[config.mk]
export PLATFORM = sky130hd
export DESIGN_NAME = uart_tx_feeder
export DESIGN_NICKNAME = d
export VERILOG_FILES = /design/src/rtl/uart_pkg.sv /design/src/rtl/uart_sync_fifo.sv /design/src/rtl/uart_tx_feeder.sv
export SDC_FILE = /design/constraint.sdc
export NUM_CORES = 1
export LEC_CHECK = 0
export BUFFER_PORTS_ARGS = -buffer_cell sky130_fd_sc_hd__buf_2
export CAP_MARGIN = 40
export CORE_ASPECT_RATIO = 0.7
export CORE_MARGIN = 2
export CORE_UTILIZATION = 35
export CTS_BUF_LIST = sky130_fd_sc_hd__clkbuf_2 sky130_fd_sc_hd__clkbuf_4 sky130_fd_sc_hd__clkbuf_8
export DETAILED_ROUTE_END_ITERATION = 12
export PLACE_DENSITY_LB_ADDON = 0.05
export SLEW_MARGIN = 0
export SYNTH_ARGS = -nofsm -noshare
export SYNTH_HDL_FRONTEND = slang
export SYNTH_SLANG_ARGS = --single-unit
[constraint.sdc]
create_clock -name Clk -period 3.8 [get_ports Clk]
set_input_delay 0.19 -clock Clk [delete_from_list [all_inputs] [get_ports Clk]]
set_output_delay 0.19 -clock Clk [all_outputs]
set_load 0.1 [all_outputs]
[src/rtl/uart_pkg.sv]
// uart_pkg: state encoding, baud-set codes and defaults shared by the UART TX path.
package uart_pkg;

   // Sequencer states; GAP is only reachable when inter-byte gaps are built in.
   typedef enum logic [2:0] {
      IDLE      = 3'd0,
      LOAD      = 3'd1,
      SEND      = 3'd2,
      WAIT_DONE = 3'd3,
      GAP       = 3'd4
   } feeder_state_t;

   // Baud-set codes understood by the byte transmitter.
   localparam logic [2:0] BAUD_9600   = 3'd0;
   localparam logic [2:0] BAUD_19200  = 3'd1;
   localparam logic [2:0] BAUD_38400  = 3'd2;
   localparam logic [2:0] BAUD_57600  = 3'd3;
   localparam logic [2:0] BAUD_115200 = 3'd4;

   // One byte at 9600 baud from a 50 MHz clock is ~52k cycles; this leaves ample margin.
   localparam int DEFAULT_TIMEOUT_CYCLES = 2000000;
   localparam int DEFAULT_GAP_CYCLES     = 100;

endpackage

[src/rtl/uart_sync_fifo.sv]
// uart_sync_fifo: 8-bit synchronous FIFO with registered read data, count, full and empty.
module uart_sync_fifo
   import uart_pkg::*;
#(
   parameter int DEPTH  = 16,
   parameter int ADDR_W = 4
)(
   input  logic              clk,
   input  logic              rst_n_i,
   input  logic              wr_en_i,
   input  logic [7:0]        wr_data_i,
   input  logic              rd_en_i,
   output logic [7:0]        rd_data_o,
   output logic [ADDR_W:0]   count_o,
   output logic              full_o,
   output logic              empty_o
);

   localparam logic [ADDR_W:0] FULL_CNT = (ADDR_W+1)'(DEPTH);

   logic [7:0]        mem_q [DEPTH];
   logic [7:0]        rd_data_q;
   logic [ADDR_W-1:0] wr_ptr_q;
   logic [ADDR_W-1:0] rd_ptr_q;
   logic [ADDR_W:0]   count_q;
   logic              wr_fire;
   logic              rd_fire;

   assign full_o    = (count_q == FULL_CNT);
   assign empty_o   = (count_q == '0);
   // A full FIFO refuses writes even when a read frees a slot in the same cycle.
   assign wr_fire   = wr_en_i && !full_o;
   assign rd_fire   = rd_en_i && !empty_o;
   assign rd_data_o = rd_data_q;
   assign count_o   = count_q;

   // Storage and registered read; no reset so it maps onto block RAM. Reads never hit the
   // slot being written because reads need non-empty and writes need non-full.
   always_ff @(posedge clk) begin
      if (wr_fire) begin
         mem_q[wr_ptr_q] <= wr_data_i;
      end
      if (rd_fire) begin
         rd_data_q <= mem_q[rd_ptr_q];
      end
   end

   // Pointers wrap modulo DEPTH; count tracks occupancy 0..DEPTH.
   always_ff @(posedge clk) begin
      if (!rst_n_i) begin
         wr_ptr_q <= '0;
         rd_ptr_q <= '0;
         count_q  <= '0;
      end else begin
         if (wr_fire) begin
            wr_ptr_q <= wr_ptr_q + 1'b1;
         end
         if (rd_fire) begin
            rd_ptr_q <= rd_ptr_q + 1'b1;
         end
         case ({wr_fire, rd_fire})
            2'b10:   count_q <= count_q + 1'b1;
            2'b01:   count_q <= count_q - 1'b1;
            default: count_q <= count_q;
         endcase
      end
   end

endmodule

[src/rtl/uart_tx_feeder.sv]
// uart_tx_feeder: buffers producer bytes and hands them one at a time to the UART byte
// transmitter (send_go pulse, wait for tx_done), with a WAIT_DONE watchdog.
// Optional inter-byte idle gap is compiled in with the macro UART_TX_GAP_EN.
module uart_tx_feeder
   import uart_pkg::*;
#(
   parameter int DEPTH          = 16,
   parameter int ADDR_W         = 4,
   parameter int TIMEOUT_CYCLES = DEFAULT_TIMEOUT_CYCLES,
   parameter int GAP_CYCLES     = DEFAULT_GAP_CYCLES
)(
   input  logic              Clk,
   input  logic              Reset_n,
   input  logic [7:0]        in_data,
   input  logic              in_valid,
   output logic              in_ready,
   output logic [7:0]        tx_data,
   output logic              send_go,
   input  logic              tx_done,
   output logic [ADDR_W:0]   fifo_count,
   output logic              busy,
   output logic              timeout_err
);

   // Watchdog counts cycles elapsed since send_go; TIMEOUT_CYCLES must be at least 2.
   localparam int              WD_W    = $clog2(TIMEOUT_CYCLES);
   localparam logic [WD_W-1:0] WD_LAST = WD_W'(TIMEOUT_CYCLES - 1);

   feeder_state_t   state_q, state_d;
   logic [7:0]      tx_data_q, tx_data_d;
   logic [WD_W-1:0] wd_q, wd_d, wd_inc;
   logic            timeout_err_q, timeout_err_d;
   logic            rd_en;
   logic [7:0]      fifo_rd_data;
   logic            fifo_full;
   logic            fifo_empty;

`ifdef UART_TX_GAP_EN
   localparam int               GAP_W    = $clog2(GAP_CYCLES + 1);
   localparam logic [GAP_W-1:0] GAP_LAST = GAP_W'(GAP_CYCLES - 1);
   logic [GAP_W-1:0] gap_q, gap_d;
`endif

   uart_sync_fifo #(
      .DEPTH  (DEPTH),
      .ADDR_W (ADDR_W)
   ) u_fifo (
      .clk       (Clk),
      .rst_n_i   (Reset_n),
      .wr_en_i   (in_valid),
      .wr_data_i (in_data),
      .rd_en_i   (rd_en),
      .rd_data_o (fifo_rd_data),
      .count_o   (fifo_count),
      .full_o    (fifo_full),
      .empty_o   (fifo_empty)
   );

   assign in_ready    = !fifo_full;
   assign busy        = (state_q != IDLE) || !fifo_empty;
   assign tx_data     = tx_data_q;
   assign timeout_err = timeout_err_q;
   assign wd_inc      = wd_q + 1'b1;

   // Sequencer state, held byte, watchdog and sticky error registers.
   always_ff @(posedge Clk) begin
      if (!Reset_n) begin
         state_q       <= IDLE;
         tx_data_q     <= '0;
         wd_q          <= '0;
         timeout_err_q <= 1'b0;
`ifdef UART_TX_GAP_EN
         gap_q         <= '0;
`endif
      end else begin
         state_q       <= state_d;
         tx_data_q     <= tx_data_d;
         wd_q          <= wd_d;
         timeout_err_q <= timeout_err_d;
`ifdef UART_TX_GAP_EN
         gap_q         <= gap_d;
`endif
      end
   end

   // Next-state and output decode: IDLE -> LOAD -> SEND -> WAIT_DONE (-> GAP) -> IDLE.
   always_comb begin
      state_d       = state_q;
      tx_data_d     = tx_data_q;
      wd_d          = wd_q;
      timeout_err_d = timeout_err_q;
      rd_en         = 1'b0;
      send_go       = 1'b0;
`ifdef UART_TX_GAP_EN
      gap_d         = gap_q;
`endif
      case (state_q)
         IDLE: begin
            if (!fifo_empty) begin
               rd_en   = 1'b1;
               state_d = LOAD;
            end
         end
         LOAD: begin
            tx_data_d = fifo_rd_data;
            state_d   = SEND;
         end
         SEND: begin
            send_go = 1'b1;
            wd_d    = '0;
            state_d = WAIT_DONE;
         end
         WAIT_DONE: begin
            wd_d = wd_inc;
            if (tx_done) begin
`ifdef UART_TX_GAP_EN
               gap_d   = '0;
               state_d = GAP;
`else
               state_d = IDLE;
`endif
            end else if (wd_inc == WD_LAST) begin
               // Transmitter never answered: flag it and drop this byte.
               timeout_err_d = 1'b1;
               state_d       = IDLE;
            end
         end
`ifdef UART_TX_GAP_EN
         GAP: begin
            if (gap_q == GAP_LAST) begin
               state_d = IDLE;
            end else begin
               gap_d = gap_q + 1'b1;
            end
         end
`endif
         default: state_d = IDLE;
      endcase
   end

endmodule
==> results of run 1 <==
==> how the worst min path moves through the flow <==
| stage | slack (ps) | from | cells after the start | endpoint |
|---|---|---|---|---|
| CTS | 30 | Reset_n | 3 | timeout_err |
| global route | 60 | Reset_n | 3 | timeout_err |
| finish | 70 | Reset_n | 3 | timeout_err |
| global placement | 470 | u_fifo.rd_data_o[5] | 2 | tx_data[5] |
| floorplan | 290 | in_data[0] | 0 | u_fifo.mem_q[0][0] |
| detailed placement | 480 | wd_q[20] | 1 | wd_q[20] |
==> layout by cell type (no fill, tap or decap), types with 13 or more instances in the layout <==
| master | instances |
|---|---|
| sky130_fd_sc_hd__edfxtp_1 | 136 |
| sky130_fd_sc_hd__nor2_1 | 59 |
| sky130_fd_sc_hd__dfxtp_1 | 44 |
| sky130_fd_sc_hd__mux4_2 | 40 |
| sky130_fd_sc_hd__nand2_1 | 28 |
| sky130_fd_sc_hd__buf_2 | 28 |
| sky130_fd_sc_hd__a21oi_1 | 25 |
| sky130_fd_sc_hd__clkbuf_8 | 17 |
| sky130_fd_sc_hd__buf_4 | 17 |
| sky130_fd_sc_hd__o21ai_0 | 15 |
| sky130_fd_sc_hd__ha_1 | 15 |
| sky130_fd_sc_hd__inv_1 | 13 |
| sky130_fd_sc_hd__nor3_1 | 13 |
| sky130_fd_sc_hd__mux2i_1 | 13 |
==> registers in the layout, summed over array words and instances (netlist names) <==
name	cells
state_q	2
u_fifo.wr_ptr_q	4
tx_data	8
u_fifo.rd_ptr_q	4
timeout_err	1
wd_q	21
u_fifo.mem_q	128
u_fifo.rd_data_o	8
u_fifo.count_o	5
==> metal layers <==
metal	wire length, um	track usage
met5	0	0
met4	159	0.0416
met3	1100	0.0506
met2	6710	0.202
met1	9130	0.247
==> area by class of cell <==
class / count / area, sq um
clock buffer: 20 / 256
clock inverter: 12 / 129
fill: 2030 / 13000
inverter: 14 / 52.6
multi-input combinational: 299 / 2540
sequential: 181 / 4990
tap: 282 / 353
timing repair buffer: 46 / 288
==> worst min-delay path, cell delays in order <==
cell and delay [ps]:
sky130_fd_sc_hd__buf_2 160, sky130_fd_sc_hd__nand2_1 80, sky130_fd_sc_hd__o41ai_1 50
==> power groups by stage <==
stage / Combinational, uW / Clock (uW) / Sequential (uW)
final: 1570 / 1290 / 2390
after global routing: 1690 / 1420 / 2410
after CTS: 1590 / 1340 / 2390
after detailed placement: 1590 / 0 / 2440
after global placement: 1570 / 0 / 2430
after floorplan: 900 / 0 / 2690
==> cell usage after synthesis, types with 3 or more instances <==
cell type and instances:
sky130_fd_sc_hd__dfxtp_1 45, sky130_fd_sc_hd__nand3_1 8, sky130_fd_sc_hd__mux2i_1 13, sky130_fd_sc_hd__mux4_2 40, sky130_fd_sc_hd__nand2b_1 5, sky130_fd_sc_hd__nor3_1 13
sky130_fd_sc_hd__a311oi_1 4, sky130_fd_sc_hd__buf_2 4, sky130_fd_sc_hd__nor2b_1 4, sky130_fd_sc_hd__xor2_1 11, sky130_fd_sc_hd__nand2_1 29, sky130_fd_sc_hd__a31oi_1 3
sky130_fd_sc_hd__xnor2_1 5, sky130_fd_sc_hd__inv_1 13, sky130_fd_sc_hd__or4_1 3, sky130_fd_sc_hd__a211oi_1 3, sky130_fd_sc_hd__ha_1 15, sky130_fd_sc_hd__nor2_1 59
sky130_fd_sc_hd__clkbuf_1 18, sky130_fd_sc_hd__o21a_1 3, sky130_fd_sc_hd__edfxtp_1 136, sky130_fd_sc_hd__o21ai_0 15, sky130_fd_sc_hd__a21oi_1 25, sky130_fd_sc_hd__nand4_1 6
sky130_fd_sc_hd__buf_1 7, sky130_fd_sc_hd__mux2_2 3, sky130_fd_sc_hd__nor4_1 3
==> metrics by stage <==
step | utilization | hold slack [ps]
finish | 0.398 | 68.6
global route | 0.398 | 55.8
CTS | 0.398 | 30.4
detailed placement | 0.380 | 480
global placement | 0.377 | 466
floorplan | - | 289
==> cells by family after synthesis <==
logic type	after synthesis
xor+xnor	16
buf+inv	43
compound gates	62
flops	181
simple gates	149
fa+ha+maj	16
mux	56
==> summary.md, run 1 <==
* 0.0232 sq mm — die footprint
* 878 ps — setup slack after layout
* 0.138 — multiplexer share of the synthesized area
* 0.0493 — complex-gate fraction of the synthesized area
* simple AND/OR/NAND/NOR gates — kind of cell adding the most delay to the critical path
* 45 — Row Count
* 0.648 — sequential area share after synthesis
* 0.0182 — xor and xnor fraction of the mapped netlist area
* 0 — final hold violation count
* nor4_1, nand2_2, and2_1, inv_1, ha_1, inv_1, fa_1, nor2b_1, o21ai_0, and3_1, nor3_1, xnor2_1, nor2_1 — ordered cell list for the critical path
* 0 — post-CTS setup-driven buffer insertion count
* 181 — TritonCTS sink count
* 0 — total of warnings raised by yosys
* 470 ps — crit-path max cell delay
* u_fifo.count_o[4] — capturing instance or port of the critical path
* sky130_fd_sc_hd__edfxtp_1 — most common flop cell mapped by yosys
* 181 — flop and latch count out of synthesis
* reg2reg — critical path type
* 10.7 ps — setup skew after layout
* 1800 uW — Sw Pwr
* 0.00281 uW — static leakage
* 0.769 — post-route fraction of the period consumed by the critical path
* 460 ps — Worst-Skew Late Latency
* 13 — number of logic stages on the critical path including buffering
* 2 — sum of buffers and inverters on the critical path
* 0.0973 — synthesized-area fraction occupied by and/or/nand/nor cells
* 880 ps — R2R setup slack
* 0 — cts hold-fix bufs
* 0 — number of cells upsized or downsized after cts
* u_fifo.count_o[4] — terminus of the critical flop-to-flop path
* 2920 ps — final period demand of the worst path
* 0.818 — gp weighted congestion
* 20.0 um — average detailed-routed wire length per instance
* 0 — number of nets still failing antenna checks after routing
* false — setup repair after global routing missed its margin
* flop — kind of start point of the critical path
* 0.344 — Net Sw Frac
* 551 — Syn Nets
* 0.0270 — area share of fa/ha/maj cells after synthesis
* done — TritonCTS clock tree
* 181 um — Die X-Extent
* 0.226 — layout cells sized above 1
* 128 um — die height
* 523 — Gate Count Post-Synth
* 587 — Final Net Count
* 822 — Inst Count DP
* sky130_fd_sc_hd__inv_1 — most used cell, CP
* 0 — max-slew violation total from the final report
* 846 ps — slew of the pin with the lowest slew margin
* 11.8 mm — dpl hpwl
* 0 — number of max-capacitance violations reported
* 289 — iteration-0 DRC count of the detailed router
* u_fifo.count_o[0] — critical path launch point
* 610 mW/mm^2 — power per standard cell area
* 26.2 mm — global-route wire length before repair
* flop — endpoint kind of the worst setup timing path
* 4 — number of H-tree levels
* u_fifo.count_o[0] — critical register-to-register path startpoint
* 0.455 — Sequential Power Share
* 28 — total of buffers placed on input and output ports
* 90 ps — clock transition at the register clock pins on the worst setup and hold paths after CTS
* 4140 ps — critical path data required time
* multiplexers — largest family of logic cells by synthesized area
* 0.00769 sq mm — mapped cell area
* 3260 ps — critical path arrival
* 36 — maximum number of pins on one net before global-route repair
* 29 — IO Pins
* 136 — number of synthesized flops with an enable pin
* 5250 uW — Overall Power
* 0.0216 sq mm — core outline area
* 5.11 — via count normalized by instance count
* sky130_fd_sc_hd__edfxtp_1 53%, sky130_fd_sc_hd__dfxtp_1 12%, sky130_fd_sc_hd__mux4_2 12%, sky130_fd_sc_hd__nor2_1 2.9%, sky130_fd_sc_hd__ha_1 2.4% — top cells by area, synth
* 0.531 — area share of the leading cell type in the synthesized netlist
* 4,362 — total via count after detailed routing
* 0 — DRC errors left
* 0.356 — effective utilization at floorplan
* 0 — ANT cells
* 0.434 — Slew HR
* 220 uV — worst vdd rail ir drop
* 1 — number of antenna violations at the first check in global routing
* 3440 uW — internal power summed over all cells
* 17.1 mm — total wire length after detailed routing
* 4 — count of TritonRoute iterations in the first routing pass
* 0.246 — clock power share
* 0 — Async SR Flop Fraction
* 50 — distinct cell type count of the synthesized netlist
* 0.00861 sq mm — post-route cell area
* 9 — Crit Path Max Fanout
* sky130_fd_sc_hd__clkbuf_8 — clock tree root buffer cell
* 4,305 — via count of the first global-routing pass
* 11.9% — Layout Area Growth over Synthesis
* finished clean — status
* 0 — final setup violating endpoints
* 342 MHz — upper clock frequency limit
* 0.299 — Comb pwr share
* 896 ps — Setup Slack @ Placement
* 0.156 — global routing usage summed across all routing layers
* sky130_fd_sc_hd__nor4_1 — slowest CP cell
* 17 — TritonCTS Buffers
* 0 ps — TNS Setup
* 0.00822 sq mm — instance area after placement
* in2reg — class of the worst hold path
* sky130_fd_sc_hd__edfxtp_1 — cell type contributing the most total cell area after synthesis
* 13 — Reg2Reg Depth
* 0 — Congestion Overflow GR
* 14.7 sq um — post-synthesis average cell area
* 2 — Clock Path Buffers
* 854 — non-filler cells, final
(Power assumes the default switching activity.)
==> run 2, diff against run 1 <==
Settings changed: ABC_AREA set to 1.
Clock period 3.8 ns to 3.1 ns, I/O delays scaled along.
==> run 2 against run 1 <==
  * Combinational power rose by 50%
  * Clock-buffer cell count decreased by 1
  * Critical path type unchanged
  * Register-to-register slack worse by 370 ps
  * Clock skew grew 2.7 ps
==> summary.md, run 2 <==
* finished clean — status
* met4 — highest signal layer in the routed design
* 0.00297 uW — static leakage, +5.7%
* 386 MHz — upper clock frequency limit, +13%
* 4 — number of H-tree levels, unchanged
* 29 — IO Pins, unchanged
* sky130_fd_sc_hd__nor2_1 — most frequent standard cell in the layout excluding fill and tap cells
* 0.00836 sq mm — instance area after placement, +1.7%
* 2 — Clock Path Buffers, unchanged
* 0 — number of cells upsized or downsized after cts, unchanged
* 3460 ps — critical path data required time, -680 ps
* 2950 ps — critical path arrival, -310 ps
* u_fifo.mem_q — largest register by flop count
* 181 — flop and latch count out of synthesis, unchanged
* 0 — ANT cells, unchanged
* 5.11 — via count normalized by instance count, +0.12%
* 0.637 — sequential area share after synthesis, -0.0116
* 128 — max FFs per register, unchanged
* 0 — final hold violation count, unchanged
* flop — endpoint kind of the worst setup timing path
* 14 — Reg2Reg Depth, +1
* sky130_fd_sc_hd__nor2_1 — top-count cell post-synth
* 0.358 — effective utilization at floorplan, +0.00275
* 6 — Crit Path Max Fanout, -3
* 0 — DRC errors left, unchanged
* 0.806 — gp weighted congestion, -1.5%
* 19.0 um — average detailed-routed wire length per instance, -5.2%
* 830 — Final Net Count, +41%
* 11.1 mm — routed metal-1 wirelength, +21%
* 136 — number of synthesized flops with an enable pin, unchanged
* 138 x sky130_fd_sc_hd__nor2_1, 136 x sky130_fd_sc_hd__edfxtp_1, 122 x sky130_fd_sc_hd__nand2_1 — top library cells by usage in the layout, fill and taps aside
* 0.187 — global routing usage summed across all routing layers, +0.0308
* sky130_fd_sc_hd__edfxtp_1 — most common flop cell mapped by yosys
* 12.1% — Layout Area Growth over Synthesis
* 442 uV — worst vdd rail ir drop, +100%
* 181 — TritonCTS sink count, unchanged
* 5 — count of TritonRoute iterations in the first routing pass, +1
* 0.402 — final cell utilization of the core, +0.00374
* 0.0218 sq mm — core outline area, +1.0%
* 28 — total of buffers placed on input and output ports, unchanged
* 10.2 sq um — post-synthesis average cell area, -31%
* 129 um — die height, +0.88%
* 510 ps — R2R setup slack, -370 ps
* 20.8 mm — total wire length after detailed routing, +22%
* false — setup repair after global routing missed its margin
* sky130_fd_sc_hd__edfxtp_1 — cell type contributing the most total cell area after synthesis
* 481 — iteration-0 DRC count of the detailed router, +66%
* 8.55 mm — metal2 WL, +27%
* in2reg — class of the worst hold path
* 0 — number of max-capacitance violations reported, unchanged
* 0.835 — post-route fraction of the period consumed by the critical path, +0.0658
* 0 — Congestion Overflow GR, unchanged
* sky130_fd_sc_hd__clkbuf_8 — clock tree root buffer cell
* reg2reg — critical path type
* 0 — final setup violating endpoints, unchanged
* 2590 ps — final period demand of the worst path, -334 ps
* 0.0236 sq mm — die footprint, +1.8%
* 2,138 — layout filler cell count, +5.3%
* u_fifo.count_o[4] — terminus of the critical flop-to-flop path
* 874 ps — slew of the pin with the lowest slew margin, +27.8 ps
* 0 — number of nets still failing antenna checks after routing, unchanged
* 90 ps — clock transition at the register clock pins on the worst setup and hold paths after CTS, about the same
* 768 — Gate Count Post-Synth, +47%
* 67 — maximum number of pins on one net before global-route repair, +86%
* 0.521 — area share of the leading cell type in the synthesized netlist, -0.00950
* 0.415 — Slew HR, -0.0186
* 5,339 — via count of the first global-routing pass, +24%
* 138 x sky130_fd_sc_hd__nor2_1, 136 x sky130_fd_sc_hd__edfxtp_1, 123 x sky130_fd_sc_hd__nand2_1, 86 x sky130_fd_sc_hd__o21ai_0, 47 x sky130_fd_sc_hd__inv_1 — most used standard cells in the synthesized netlist
* flop — kind of start point of the critical path
* u_fifo.count_o[1] — critical register-to-register path startpoint
* 5,610 — total via count after detailed routing, +29%
* 45 — Row Count, unchanged
* 0 — total of warnings raised by yosys, unchanged
* u_fifo.count_o[1] — critical path launch point
* 0.128 — layout cells sized above 1, -0.0979
* done — TritonCTS clock tree
* 0 — Async SR Flop Fraction, unchanged
* 0 ps — TNS Setup, unchanged
* u_fifo.count_o[4] — capturing instance or port of the critical path
* u_fifo.mem_q x128, wd_q x21 — largest registers in the final layout
* 13.7 mm — dpl hpwl, +16%
* 32.5 mm — global-route wire length before repair, +24%
* 0 — max-slew violation total from the final report, unchanged
* 31 — distinct cell type count of the synthesized netlist, -38%
* 17 — TritonCTS Buffers, unchanged
* 0.00783 sq mm — mapped cell area, +1.8%
* 0 — number of antenna violations at the first check in global routing, -1
* 13.4 ps — setup skew after layout, +2.66 ps
* 796 mW/mm^2 — power per standard cell area, +31%
* 1.03 mm — met3 wire length, -6.9%
* 796 — Syn Nets, +44%
* sky130_fd_sc_hd__edfxtp_1 52%, sky130_fd_sc_hd__dfxtp_1 12%, sky130_fd_sc_hd__nor2_1 6.6%, sky130_fd_sc_hd__nand2_1 5.9%, sky130_fd_sc_hd__o21ai_0 5.5% — top cells by area, synth
* 0.00878 sq mm — post-route cell area, +2.0%
* 183 um — Die X-Extent, +0.89%
* 470 ps — Worst-Skew Late Latency, about the same
[run 2: what timing repair did]
item                      in CTS  in global routing
hold endpoints to repair       1                  0
buffers inserted               0                  0
hold buffers                   1                  0
[run 2: where the power goes]
group          internal (uW)  total, uW  switching [uW]  leakage, uW
combinational            519       2360            1840      0.00118
clock                    810       1680             872     0.000190
sequential              2840       2940             100      0.00160
[run 2: how the worst min path moves through the flow]
| stage | start | to | slack, ps | cells after the start |
|---|---|---|---|---|
| floorplan | in_data[0] | u_fifo.mem_q[0][0] | 250 | 0 |
| global placement | timeout_err | timeout_err | 440 | 2 |
| detailed placement | timeout_err | timeout_err | 450 | 2 |
| CTS | in_valid | u_fifo.wr_ptr_q[1] | 40 | 3 |
| global route | in_data[4] | u_fifo.mem_q[4][4] | 70 | 1 |
| finish | in_valid | u_fifo.wr_ptr_q[1] | 70 | 3 |
[run 2: routing by layer]
metal / GRT usage / vias up
met1: 0.296 / 2745
met3: 0.0382 / 12
li1: - / 2743
met2: 0.261 / 110
met5: 0 / -
met4: 0.0424 / 0
[run 2: logic make-up after synthesis]
group / synth area share
flip-flops: 0.637
XOR/XNOR: 0.00447
adder cells (fa/ha/maj): 0.0265
buffers and inverters: 0.0395
AND/OR/NAND/NOR: 0.172
AO/OA/AOI/OAI: 0.121
[run 2: worst max-delay path, stage by stage, from the launching register on]
cell and delay (ps):
sky130_fd_sc_hd__dfxtp_2 350, sky130_fd_sc_hd__nor4_2 430, sky130_fd_sc_hd__nand2_1 100, sky130_fd_sc_hd__nand2_1 140, sky130_fd_sc_hd__inv_1 80, sky130_fd_sc_hd__ha_1 280
sky130_fd_sc_hd__ha_1 340, sky130_fd_sc_hd__nand2_1 80, sky130_fd_sc_hd__nand2_1 50, sky130_fd_sc_hd__a31oi_1 150, sky130_fd_sc_hd__inv_1 70, sky130_fd_sc_hd__o21ai_0 150
sky130_fd_sc_hd__a21oi_1 70, sky130_fd_sc_hd__o21ai_0 150, sky130_fd_sc_hd__a21oi_1 50
[run 2: area by class of cell]
| cell class | count | area (sq um) | area share |
|---|---|---|---|
| clock inverters | 13 | 158 | 0.0180 |
| repair buffers | 47 | 293 | 0.0334 |
| well taps | 282 | 353 | 0.0402 |
| inverters | 50 | 188 | 0.0214 |
| clock buffers | 19 | 249 | 0.0284 |
| flip-flops and latches | 181 | 4990 | 0.569 |
| multi-input cells | 505 | 2550 | 0.290 |
[run 2: metrics by stage]
stage / worst slack, ps / hold WS, ps / std cells / total power [uW]
floorplan: 158 / 254 / 768 / 4640
global placement: 648 / 439 / 1063 / 5340
detailed placement: 529 / 446 / 1064 / 5370
CTS: 503 / 40.1 / 1097 / 7060
global route: 296 / 70.4 / 1097 / 7390
finish: 512 / 70.2 / 1097 / 6990
==> run 3, diff against run 2 <==
Clock period 3.1 ns to 2.7 ns, I/O delays scaled along.
==> run 3 against run 2 <==
  * Critical endpoint unchanged
  * Fmax rose by 2.6%
  * Utilization rose by 0.42 points
  * Sequential power rose by 15%
  * Clock-buffer cell count did not move
  * Highest routed layer unchanged
==> summary.md, run 3 (same netlist as run 2, synthesis figures left out) <==
* 0.178 — global routing usage summed across all routing layers, -0.00932
* 0 — number of antenna violations at the first check in global routing, unchanged
* 138 x sky130_fd_sc_hd__nor2_1, 136 x sky130_fd_sc_hd__edfxtp_1, 122 x sky130_fd_sc_hd__nand2_1 — top library cells by usage in the layout, fill and taps aside
* 0.521 — Slew HR, +0.106
* 176 ps — setup slack after layout, -336 ps
* 129 um — die height, unchanged
* 429 — iteration-0 DRC count of the detailed router, -11%
* u_fifo.count_o[4] — terminus of the critical flop-to-flop path
* 0 — number of max-capacitance violations reported, unchanged
* 0 — number of nets still failing antenna checks after routing, unchanged
* 161 ps — Setup Slack @ Placement, -368 ps
* 842 — Final Net Count, +1.4%
* 29 — IO Pins, unchanged
* 0.935 — post-route fraction of the period consumed by the critical path, +0.0998
* 18.0 um — average detailed-routed wire length per instance, -5.0%
* 718 ps — slew of the pin with the lowest slew margin, -156 ps
* flop — endpoint kind of the worst setup timing path
* 14 — Reg2Reg Depth, unchanged
* 180 ps — R2R setup slack, -340 ps
* 0 — final hold violation count, unchanged
* 878 mW/mm^2 — power per standard cell area, +10%
* finished clean — status
* 2 — Clock Path Buffers, unchanged
* 0.804 — gp weighted congestion, -0.22%
* 2520 ps — final period demand of the worst path, -64.4 ps
* 0 — final setup violating endpoints, unchanged
* 67 — maximum number of pins on one net before global-route repair, unchanged
* in2reg — class of the worst hold path
* 460 ps — Worst-Skew Late Latency, about the same
* 474 uV — worst vdd rail ir drop, +7.2%
* u_fifo.wr_ptr_q[1] — end point of the worst hold path
* 13.3% — Layout Area Growth over Synthesis
* false — setup repair after global routing missed its margin
* 2,134 — layout filler cell count, -0.19%
* 183 um — Die X-Extent, unchanged
* done — TritonCTS clock tree
* 5.07 — via count normalized by instance count, -0.77%
* 4 — number of H-tree levels, unchanged
* 396 MHz — upper clock frequency limit, +2.6%
* flop — kind of start point of the critical path
* sky130_fd_sc_hd__clkbuf_8 — clock tree root buffer cell
* 5,337 — via count of the first global-routing pass, -0.037%
* 6 — Crit Path Max Fanout, unchanged
* 0 — max-slew violation total from the final report, unchanged
* 0.0236 sq mm — die footprint, unchanged
* reg2reg — critical path type
* 90 ps — clock transition at the register clock pins on the worst setup and hold paths after CTS, about the same
* 28 — total of buffers placed on input and output ports, unchanged
* 2910 ps — critical path arrival, -40 ps
* u_fifo.mem_q x128, wd_q x21 — largest registers in the final layout
* 0 — Congestion Overflow GR, unchanged
* 3090 ps — critical path data required time, -370 ps
* 5 — count of TritonRoute iterations in the first routing pass, unchanged
* 45 — Row Count, unchanged
* 128 — max FFs per register, unchanged
* 3 — number of instances on the worst hold path, unchanged
* 0.144 — layout cells sized above 1, +0.0163
* in_valid — launch instance of the worst min-delay path
* 17 — TritonCTS Buffers, unchanged
* 0.0218 sq mm — core outline area, unchanged
* u_fifo.mem_q — largest register by flop count
* 5,633 — total via count after detailed routing, +0.41%
* 13.1 mm — dpl hpwl, -4.0%
* 181 — TritonCTS sink count, unchanged
* sky130_fd_sc_hd__nor2_1 — most frequent standard cell in the layout excluding fill and tap cells
* u_fifo.count_o[1] — critical register-to-register path startpoint
* 0.358 — effective utilization at floorplan, unchanged
* 10.1 ps — setup skew after layout, -3.30 ps
* 0 ps — TNS Setup, unchanged
* 0.00304 uW — static leakage, +2.5%
* 0 — DRC errors left, unchanged
* 31.2 mm — global-route wire length before repair, -3.9%
* 20.0 mm — total wire length after detailed routing, -3.8%
==> run 3: metal layers <==
layer / GRT usage / part of all wire / vias up
li1: - / - / 2769
met1: 0.276 / 0.54 / 2741
met2: 0.250 / 0.41 / 108
met3: 0.0360 / 0.042 / 15
met4: 0.0485 / 0.010 / 0
met5: 0 / 0 / -
==> run 3: layout make-up <==
cell class              instances  area [sq um]  share of cell area
flip-flops and latches        181          5000               0.563
multi-input cells             505          2560               0.289
repair buffers                 59           408              0.0460
well taps                     282           353              0.0398
clock buffers                  19           249              0.0281
inverters                      50           188              0.0212
clock inverters                13           111              0.0126
diodes                          1          2.50            0.000282
==> run 3: worst max-delay path: stages (launching register included) <==
cell	delay, ps
sky130_fd_sc_hd__dfxtp_4	370
sky130_fd_sc_hd__nor4_4	300
sky130_fd_sc_hd__buf_4	170
sky130_fd_sc_hd__nand2_4	40
sky130_fd_sc_hd__nand2_1	140
sky130_fd_sc_hd__ha_2	270
sky130_fd_sc_hd__inv_1	70
sky130_fd_sc_hd__fa_1	400
sky130_fd_sc_hd__inv_1	70
sky130_fd_sc_hd__a31oi_1	80
sky130_fd_sc_hd__inv_1	70
sky130_fd_sc_hd__o21ai_0	70
sky130_fd_sc_hd__a21oi_1	160
sky130_fd_sc_hd__o21ai_0	100
sky130_fd_sc_hd__a21oi_1	140
==> run 3: report_power, final <==
part	switching [uW]	internal, uW	leakage [uW]
clock	990	745	0.000178
sequential	123	3270	0.00160
combinational	2010	654	0.00126
total	3120	4670	0.00304
==> run 3: worst max-delay path by stage <==
| stage | startpoint | cells past startpoint | end |
|---|---|---|---|
| after floorplan | u_fifo.count_o[2] | 13 | u_fifo.count_o[4] |
| after global placement | u_fifo.count_o[3] | 14 | u_fifo.count_o[4] |
| after detailed placement | u_fifo.count_o[3] | 14 | u_fifo.count_o[4] |
| after CTS | u_fifo.count_o[3] | 14 | u_fifo.count_o[4] |
| after global routing | u_fifo.count_o[0] | 14 | u_fifo.count_o[4] |
| final | u_fifo.count_o[1] | 14 | u_fifo.count_o[4] |
==> run 3: timing repair <==
item                       CTS  global route
hold endpoints to repair     1             0
buffers inserted             0             2
hold buffers                 1             0
gates resized for setup      0             1
setup endpoints to repair    0             1
==> run 3: stage by stage <==
step	util	cells	total power [uW]	hold slack (ps)	cell area (sq um)
3_5_place_dp	0.388	1074	6120	440	8480
4_1_cts	0.405	1107	7860	0.471	8850
5_1_grt	0.406	1109	8250	35.5	8870
6_report	0.406	1110	7790	55.6	8870
3_3_place_gp	0.387	1073	6080	440	8450
2_1_floorplan	-	768	5350	234	7870
